### config.mk
export PLATFORM = sky130hd
export DESIGN_NAME = onewire_byte_reader
export DESIGN_NICKNAME = d
export VERILOG_FILES = /design/src/rtl/onewire_pkg.sv /design/src/rtl/onewire_bus_sync.sv /design/src/rtl/onewire_byte_reader.sv
export SDC_FILE = /design/constraint.sdc
export NUM_CORES = 1
export LEC_CHECK = 0
export CAP_MARGIN = 10
export CORE_MARGIN = 2
export CORE_UTILIZATION = 54
export CTS_BUF_LIST = sky130_fd_sc_hd__clkbuf_8
export DETAILED_ROUTE_END_ITERATION = 6
export PLACE_DENSITY = 0.78
export SLEW_MARGIN = 10
export SYNTH_ARGS = -nofsm -noshare
export SYNTH_HDL_FRONTEND = slang
export SYNTH_HIERARCHICAL = 1
export SYNTH_SLANG_ARGS = --single-unit
### constraint.sdc
create_clock -name clk -period 1.9 [get_ports clk]
set_input_delay 0.19 -clock clk [delete_from_list [all_inputs] [get_ports clk]]
set_output_delay 0.19 -clock clk [all_outputs]
set_load 0.01 [all_outputs]
### src/rtl/onewire_pkg.sv
// Shared 1-Wire constants: slot timing, command bytes and the read-FSM state encoding.
package onewire_pkg;

  localparam int SLOT_TICKS     = 60;
  localparam int INIT_LOW_TICKS = 2;
  localparam int SAMPLE_TICK    = 13;
  localparam int RECOVERY_TICKS = 11;

  localparam logic [7:0] SKIP_ROM        = 8'hCC;
  localparam logic [7:0] CONVERT_T       = 8'h44;
  localparam logic [7:0] READ_SCRATCHPAD = 8'hBE;

  typedef enum logic [1:0] {
    RD_IDLE    = 2'd0,
    RD_SLOT    = 2'd1,
    RD_RECOVER = 2'd2,
    RD_DONE    = 2'd3
  } rd_state_e;

endpackage

### src/rtl/onewire_bus_sync.sv
// Two-flop synchronizer for the sensed 1-Wire line; resets to the idle (released, high) level.
module onewire_bus_sync (
  input  logic clk,
  input  logic rst,
  input  logic bus,
  output logic bus_s
);

  logic meta_r;
  logic sync_r;

  // Double-register the asynchronous bus level
  always_ff @(posedge clk) begin
    if (rst) begin
      meta_r <= 1'b1;
      sync_r <= 1'b1;
    end else begin
      meta_r <= bus;
      sync_r <= meta_r;
    end
  end

  assign bus_s = sync_r;

endmodule

### src/rtl/onewire_byte_reader.sv
// Generates eight 1-Wire master read slots and assembles the sampled reply LSB-first into a byte.
module onewire_byte_reader #(
  parameter int SLOT_TICKS     = onewire_pkg::SLOT_TICKS,
  parameter int INIT_LOW_TICKS = onewire_pkg::INIT_LOW_TICKS,
  parameter int SAMPLE_TICK    = onewire_pkg::SAMPLE_TICK,
  parameter int RECOVERY_TICKS = onewire_pkg::RECOVERY_TICKS
) (
  input  logic       clk,
  input  logic       rst,
  input  logic       en_byte_reader,
  input  logic       bus,
  output logic       master_pull_low,
  output logic [7:0] data_out,
  output logic       done_byte_reading
);

  import onewire_pkg::*;

  localparam int SLOT_W = $clog2(SLOT_TICKS);
  localparam int REC_W  = $clog2(RECOVERY_TICKS);

  localparam logic [SLOT_W-1:0] SLOT_LAST_C = SLOT_W'(SLOT_TICKS - 1);
  localparam logic [SLOT_W-1:0] SAMPLE_C    = SLOT_W'(SAMPLE_TICK);
  localparam logic [SLOT_W-1:0] INIT_LOW_C  = SLOT_W'(INIT_LOW_TICKS);
  localparam logic [REC_W-1:0]  REC_LAST_C  = REC_W'(RECOVERY_TICKS - 1);

  localparam logic [1:0] ST_IDLE    = RD_IDLE;
  localparam logic [1:0] ST_SLOT    = RD_SLOT;
  localparam logic [1:0] ST_RECOVER = RD_RECOVER;
  localparam logic [1:0] ST_DONE    = RD_DONE;

  logic              bus_s;
  logic [1:0]        state_r, state_nxt_s;
  logic [SLOT_W-1:0] slot_cnt_r, slot_cnt_nxt_s;
  logic [REC_W-1:0]  rec_cnt_r, rec_cnt_nxt_s;
  logic [2:0]        bit_idx_r, bit_idx_nxt_s;
  logic [7:0]        shift_reg_r, shift_nxt_s;
  logic [7:0]        data_out_r, data_nxt_s;
  logic              pull_low_r, pull_low_nxt_s;
  logic              done_r, done_nxt_s;

  onewire_bus_sync u_bus_sync (
    .clk   (clk),
    .rst   (rst),
    .bus   (bus),
    .bus_s (bus_s)
  );

  // Slot sequencer: next state, counters, bit capture and registered-output decode
  always_comb begin
    state_nxt_s    = state_r;
    slot_cnt_nxt_s = slot_cnt_r;
    rec_cnt_nxt_s  = rec_cnt_r;
    bit_idx_nxt_s  = bit_idx_r;
    shift_nxt_s    = shift_reg_r;
    case (state_r)
      ST_IDLE: begin
        if (en_byte_reader) begin
          state_nxt_s    = ST_SLOT;
          slot_cnt_nxt_s = {SLOT_W{1'b0}};
          bit_idx_nxt_s  = 3'd0;
          shift_nxt_s    = 8'h00;
        end else begin
          state_nxt_s = ST_IDLE;
        end
      end
      ST_SLOT: begin
        if (!en_byte_reader) begin
          state_nxt_s = ST_IDLE;
        end else begin
          if (slot_cnt_r == SAMPLE_C) begin
            shift_nxt_s[bit_idx_r] = bus_s;
          end else begin
            shift_nxt_s = shift_reg_r;
          end
          if (slot_cnt_r == SLOT_LAST_C) begin
            state_nxt_s   = ST_RECOVER;
            rec_cnt_nxt_s = {REC_W{1'b0}};
          end else begin
            slot_cnt_nxt_s = slot_cnt_r + 1'b1;
          end
        end
      end
      ST_RECOVER: begin
        if (!en_byte_reader) begin
          state_nxt_s = ST_IDLE;
        end else if (rec_cnt_r == REC_LAST_C) begin
          if (bit_idx_r == 3'd7) begin
            state_nxt_s = ST_DONE;
          end else begin
            state_nxt_s    = ST_SLOT;
            bit_idx_nxt_s  = bit_idx_r + 3'd1;
            slot_cnt_nxt_s = {SLOT_W{1'b0}};
          end
        end else begin
          rec_cnt_nxt_s = rec_cnt_r + 1'b1;
        end
      end
      ST_DONE: begin
        if (!en_byte_reader) begin
          state_nxt_s = ST_IDLE;
        end else begin
          state_nxt_s = ST_DONE;
        end
      end
      default: begin
        state_nxt_s = ST_IDLE;
      end
    endcase

    // Outputs are registered, so decode them from the state being entered
    pull_low_nxt_s = (state_nxt_s == ST_SLOT) && (slot_cnt_nxt_s < INIT_LOW_C);
    done_nxt_s     = (state_nxt_s == ST_DONE) && (state_r != ST_DONE);
    if (done_nxt_s) begin
      data_nxt_s = shift_reg_r;
    end else begin
      data_nxt_s = data_out_r;
    end
  end

  // State, datapath and output registers with synchronous reset
  always_ff @(posedge clk) begin
    if (rst) begin
      state_r     <= ST_IDLE;
      slot_cnt_r  <= {SLOT_W{1'b0}};
      rec_cnt_r   <= {REC_W{1'b0}};
      bit_idx_r   <= 3'd0;
      shift_reg_r <= 8'h00;
      data_out_r  <= 8'h00;
      pull_low_r  <= 1'b0;
      done_r      <= 1'b0;
    end else begin
      state_r     <= state_nxt_s;
      slot_cnt_r  <= slot_cnt_nxt_s;
      rec_cnt_r   <= rec_cnt_nxt_s;
      bit_idx_r   <= bit_idx_nxt_s;
      shift_reg_r <= shift_nxt_s;
      data_out_r  <= data_nxt_s;
      pull_low_r  <= pull_low_nxt_s;
      done_r      <= done_nxt_s;
    end
  end

  assign master_pull_low   = pull_low_r;
  assign data_out          = data_out_r;
  assign done_byte_reading = done_r;

endmodule
==> out/results.ini, run 1 <==
[worst_setup_path]
crit_family = simple AND/OR/NAND/NOR gates
timing.rr.start = bit_idx_r[0]
endpoint = master_pull_low
cp.arrival_ns = 2.16
cp_slowest_cell = a2111oi_4
cp_cell_sequence = ha_1 -> ha_2 -> and4bb_2 -> o21a_1 -> nor2_2 -> a2111oi_4 -> and4_1
end_kind = register
cp_num_buf_inv = 0
rr_worst_depth = 7
reg2reg_slack_ns = -0.02
critPathLaunchType = register
worst_r2r_endpoint = master_pull_low
critPathKind = register to register
cp_max_fo = 4
cp-startpoint = bit_idx_r[0]
critical_path.max_stage_delay_ns = 0.33
path_depth = 7
crit_required_ns = 2.13

[layout]
area_delta_synth_final_pct = 24.0
fin_cells = 263
antenna_cells = 0
utilization_pct = 70.1
drive_gt1_share_pct = 18.7
nFillCells = 255
nNetsFinal = 228
final_area_mm2 = 0.00212

[synthesis]
ys_warn_count = 6
synthArstFlopShare_pct = 0
syn_nets = 202
synth-edff-count = 0
yosys.area.top_type = dfxtp_1
synthDominantCellAreaShare_pct = 40.9
synth_ff_type = dfxtp_1
yosysUniqueCellTypes = 45
ys_top_cells_by_count = 35 x dfxtp_1, 23 x o21ai_0, 22 x nor2_1
synth.cell_area_mm2 = 0.00171
synthCells = 192
yosysSeqAreaShare_pct = 40.9
syn_avg_cell_area_um2 = 8.91
synth-seq-cells = 35
synth_area_leaders = dfxtp_1 41%, o21ai_0 6.7%, nor2_1 4.8%
synth_most_common_cell = dfxtp_1

[clock_tree]
cts_buffers = 5
clkLatencyLatePin_ns = 0.29
clk_path_buf_depth = 2
numClockSinks = 35
h-tree-depth = 2
root_buffer = clkbuf_8
cts_tree = yes
postCtsSetupRepairBufs = 0
clkTransAtPathRegs_ns = 0.07

[floorplanning]
core_mm2 = 0.00303
row_count = 20
start_util_pct = 56.5
dieArea_mm2 = 0.00364
die_w_um = 60.3
ios = 14
fp.dieH_um = 60.3

[sta]
setup_viol = 1
max-slew-margin-rel_pct = 71.2
skew_ns = 0.00120
finalCritPeriodShare_pct = 101
hold_violations = 0
fmax_mhz = 520
period_minus_slack_ns = 1.92
tightest_slew_ns = 0.428
rsz0062_at_grt = true
fin_ws_ns = -0.0241
drv_slew = 0

[place]
placed_cell_area_mm2 = 0.00198
hpwl_um = 2800
gp_congestion = 0.954
preCtsSetupSlack_ns = -0.113
place_inst = 255
io_buffers = 13

[detailed_routing]
avgViaCountPerCell = 5.62
route.detailed.drc = 0
wl_per_cell_um = 14.6
wl_um = 3850
first_pass_iters = 4
drt_iter0_drc = 45
ant_nets = 0
vias = 1477

[power]
powerDensity_mw_per_mm2 = 707
vdd_ir_drop_max_uv = 387
leakagePower_uw = 0.000814
power_uw = 1500

[grt]
grt.total_usage_pct = 24.4
grt_pass1_vias = 1430
antenna_found_initial = 0
grt_max_degree = 14
gr-total-overflow = 0
grt_first_pass_wirelength_um = 6510

[worst_hold_path]
worstHoldPathType = register to register

[outcome]
violations = negative setup slack
status = complete, but fails checks

[flow_run]
cap_violations = 0

layout make-up:
| cell class | instances | area [µm²] | share of cell area (%) |
|---|---|---|---|
| clock inverters | 3 | 43.8 | 2.06 |
| repair buffers | 29 | 263 | 12.4 |
| multi-input cells | 139 | 960 | 45.2 |
| clock buffers | 5 | 68.8 | 3.24 |
| flip-flops and latches | 35 | 703 | 33.1 |
| well taps | 44 | 55.1 | 2.59 |
| inverters | 8 | 30.0 | 1.41 |
sequential cells by signal, summed over array words and instances (netlist names):
signal             cells
data_out               8
slot_cnt_r             6
shift_reg_r            8
master_pull_low        1
state_r                2
u_bus_sync/bus_s       1
bit_idx_r              3
rec_cnt_r              4
done_byte_reading      1
u_bus_sync/meta_r      1
cell families (layout without fill, tap and decap cells):
| kind of cell | count (synthesis) | after routing | share of synthesized area [%] |
|---|---|---|---|
| flip-flops | 35 | 35 | 40.9 |
| XOR/XNOR | 3 | 3 | 1.54 |
| buffers and inverters | 18 | 45 | 4.90 |
| AND/OR/NAND/NOR | 70 | 70 | 23.7 |
| multiplexers | 8 | 8 | 4.68 |
| adder cells (fa/ha/maj) | 6 | 6 | 4.39 |
| AO/OA/AOI/OAI | 52 | 52 | 19.9 |
routing by layer:
metal,vias to the layer above,global-route usage [%],share of wire [%]
li1,728,-,-
met1,707,29.0,45
met2,34,40.8,49
met3,8,6.93,3.7
met4,0,11.1,1.8
met5,-,0,0
through the flow:
step	setup TNS [ns]	hold WS [ns]
6_report	-0.0241	0.406
5_1_grt	-0.0663	0.419
4_1_cts	0	0.410
3_5_place_dp	-0.113	0.392
3_3_place_gp	-0.0390	0.390
2_1_floorplan	0	0.287
timing repair:
action,in CTS,in global routing
pin swaps,6,1
gates resized for setup,7,4
endpoints found under the setup margin,1,13
hold buffers,0,0
gates cloned,0,0
power by group:
part / switching (µW) / internal, µW / leakage, µW / total, µW
clock: 284 / 390 / 0.0000581 / 675
combinational: 46.5 / 36.7 / 0.000471 / 83.1
sequential: 3.67 / 739 / 0.000284 / 743
how the worst min path moves through the flow:
stage	start	to	cells past startpoint
2_1_floorplan	rst	u_bus_sync/meta_r	1
3_3_place_gp	u_bus_sync/meta_r	u_bus_sync/bus_s	1
3_5_place_dp	u_bus_sync/meta_r	u_bus_sync/bus_s	1
4_1_cts	u_bus_sync/meta_r	u_bus_sync/bus_s	1
5_1_grt	u_bus_sync/meta_r	u_bus_sync/bus_s	1
6_report	u_bus_sync/meta_r	u_bus_sync/bus_s	1
placed cells by master, fill, tap and decap left out, types with 3 or more instances in the layout:
cell / instances
nor2b_1: 4
dfxtp_1: 33
mux2i_1: 8
buf_4: 15
o21ai_0: 21
ha_1: 5
nand2b_1: 5
nand2_1: 10
clkbuf_8: 5
inv_1: 8
nand3_1: 6
clkdlybuf4s50_1: 13
xor2_1: 3
a31oi_1: 5
a21oi_1: 8
nor2_1: 21
Power figures use the tool's default switching activity.
==> run 2, diff against run 1 <==
--- a/config.mk
+++ b/config.mk
@@ -7,10 +7,9 @@
 export LEC_CHECK = 0
 export CAP_MARGIN = 10
 export CORE_MARGIN = 2
-export CORE_UTILIZATION = 54
+export CORE_UTILIZATION = 40
 export CTS_BUF_LIST = sky130_fd_sc_hd__clkbuf_8
 export DETAILED_ROUTE_END_ITERATION = 6
-export PLACE_DENSITY = 0.78
 export SLEW_MARGIN = 10
 export SYNTH_ARGS = -nofsm -noshare
 export SYNTH_HDL_FRONTEND = slang
==> out/results.ini, run 2 (synthesized netlist as in run 1, its figures left out) <==
[outcome]
status = finished clean

[worst_hold_path]
min_to = u_bus_sync/bus_s
worstHoldPathType = register to register
whs_path_depth = 1  ; unchanged
min-delay-start = u_bus_sync/meta_r

[place]
place_inst = 258  ; +1.2%
gp_congestion = 0.860  ; -9.9%
io_buffers = 13  ; unchanged
hpwl_um = 2880  ; +2.8%
placed_cell_area_mm2 = 0.00196  ; -0.76%

[power]
clkPwrFrac_pct = 39.4  ; -5.6 points
switching_share_pct = 24.1  ; +1.8 points
combPwrFrac_pct = 5.7  ; +0.2 points
power_uw = 1360  ; -9.6%
powerDensity_mw_per_mm2 = 650  ; -8.1%
power.sequential.fraction_pct = 54.9  ; +5.4 points
vdd_ir_drop_max_uv = 318  ; -18%
leakagePower_uw = 0.000775  ; -4.7%
p_int_uw = 1030  ; -12%
p_switching_uw = 327  ; -2.2%

[worst_setup_path]
critical_path.max_stage_delay_ns = 0.34  ; about the same
cp.arrival_ns = 2.04  ; -0.12 ns
cp_max_fo = 4  ; unchanged
cp_slowest_cell = dfxtp_1
cp_cell_sequence = ha_4 -> ha_4 -> and4bb_2 -> o21a_1 -> nor2_1 -> a2111oi_2 -> and4_1
crit_required_ns = 2.13  ; about the same
rr_worst_depth = 7  ; unchanged
critical_path.most_common_cell = ha_4
critPathKind = register to register
reg2reg_slack_ns = 0.09  ; +0.12 ns
critPathLaunchType = register
timing.rr.start = bit_idx_r[1]
end_kind = register
worst_r2r_endpoint = master_pull_low

[floorplanning]
ios = 14  ; unchanged
row_count = 23  ; +15%
fp.dieH_um = 69.4  ; +15%
start_util_pct = 42.2  ; -14 points
dieArea_mm2 = 0.00482  ; +33%
die_w_um = 69.4  ; +15%
core_mm2 = 0.00406  ; +34%

[sta]
hold_violations = 0  ; unchanged
finalCritPeriodShare_pct = 95.2  ; -6.1 points
setup_tns_ns = 0  ; +0.0241 ns
tightest_slew_ns = 0.473  ; +0.0454 ns
skew_ns = 0.00452  ; +0.00332 ns
rsz0062_at_grt = false
drv_slew = 0  ; unchanged
fmax_mhz = 553  ; +6.4%
max-slew-margin-rel_pct = 68.4  ; -2.8 points
setup_viol = 0  ; -1
period_minus_slack_ns = 1.81  ; -0.115 ns

[clock_tree]
postCtsSetupRepairBufs = 0  ; unchanged
numClockSinks = 35  ; unchanged
root_buffer = clkbuf_8
clkTransAtPathRegs_ns = 0.07  ; about the same
h-tree-depth = 2  ; unchanged
clk_path_buf_depth = 2  ; unchanged
ctsHoldBuffers = 0  ; unchanged
clkLatencyLatePin_ns = 0.29  ; about the same
cts_buffers = 5  ; unchanged
cts_tree = yes

[grt]
grt_first_pass_wirelength_um = 6520  ; +0.11%
grt_use_met2_pct = 28.6  ; -12 points
grt_max_degree = 13  ; -1
grt.total_usage_pct = 16.4  ; -8.1 points
gr-total-overflow = 0  ; unchanged
grt.busiest_layer = met2
grt_pass1_vias = 1454  ; +1.7%
grt_use_met1_pct = 19.2  ; -9.8 points
antenna_found_initial = 0  ; unchanged
use_met3_pct = 4.22  ; -2.7 points

[layout]
nFillCells = 400  ; +57%
area_delta_synth_final_pct = 22.0
final_cell_mix = 33 x dfxtp_1, 22 x nor2_1, 21 x o21ai_0
drive_gt1_share_pct = 17.1  ; -1.6 points
final_area_mm2 = 0.00209  ; -1.7%
layout_commonest_cell = dfxtp_1
nNetsFinal = 225  ; -1.3%
antenna_cells = 0  ; unchanged
fin_cells = 266  ; +1.1%

[detailed_routing]
avgViaCountPerCell = 5.39  ; -4.0%
route.detailed.drc = 0  ; unchanged
wl_per_cell_um = 14.3  ; -2.1%
first_pass_iters = 4  ; unchanged
vias = 1434  ; -2.9%
wl_um = 3810  ; -0.99%
ant_nets = 0  ; unchanged
drt_iter0_drc = 60  ; +33%

[flow_run]
cap_violations = 0  ; unchanged

==> run 2: repair_timing <==
action	4_1_cts	5_1_grt
gates cloned	0	0
setup endpoints to repair	1	14
gates resized for setup	3	8
pin swaps	4	1
==> run 2: worst max-delay path: cells and delay by family, from the launching register on <==
kind / cells / cell delay, ns
flip-flops: 1 / 0.34
AO/OA/AOI/OAI: 2 / 0.48
adder cells (fa/ha/maj): 2 / 0.32
AND/OR/NAND/NOR: 3 / 0.61
==> run 2: layout make-up <==
cell class	instances	area [µm²]	area share, %
repair buffers	26	240	11.5
flip-flops and latches	35	703	33.7
clock buffers	5	68.8	3.30
clock inverters	3	20.0	0.959
inverters	8	30.0	1.44
well taps	50	62.6	3.00
multi-input cells	139	963	46.1
==> run 2: power by group through the flow <==
stage	logic [µW]	clock network, µW	registers [µW]
after floorplan	43.2	0	761
after global placement	73.2	0	762
after detailed placement	75.6	0	762
after CTS	75.8	550	745
after global routing	85.0	578	746
final	77.0	534	746
==> run 2: worst max-delay path by stage <==
stage / start / to / slack (ns) / depth (start not counted)
floorplan: bit_idx_r[0] / master_pull_low / 0.05 / 7
global placement: bit_idx_r[0] / master_pull_low / -0.07 / 7
detailed placement: bit_idx_r[0] / master_pull_low / -0.11 / 7
CTS: slot_cnt_r[0] / shift_reg_r[3] / 0.003 / 6
global route: slot_cnt_r[1] / rec_cnt_r[2] / 0.003 / 6
finish: bit_idx_r[1] / master_pull_low / 0.09 / 7
==> run 2: through the flow <==
step	hold WS (ns)	util [%]	setup slack (ns)
after floorplan	0.287	-	0.0530
after global placement	0.391	48.3	-0.0664
after detailed placement	0.414	48.3	-0.106
after CTS	0.432	50.6	0.00301
after global routing	0.463	51.5	0.00337
final	0.428	51.5	0.0914
==> run 2: routing by layer <==
| layer | part of all wire [%] | vias up |
|---|---|---|
| met5 | 0 | - |
| met4 | 1.1 | 0 |
| met3 | 3.3 | 5 |
| met2 | 53 | 23 |
| met1 | 43 | 681 |
| li1 | - | 725 |
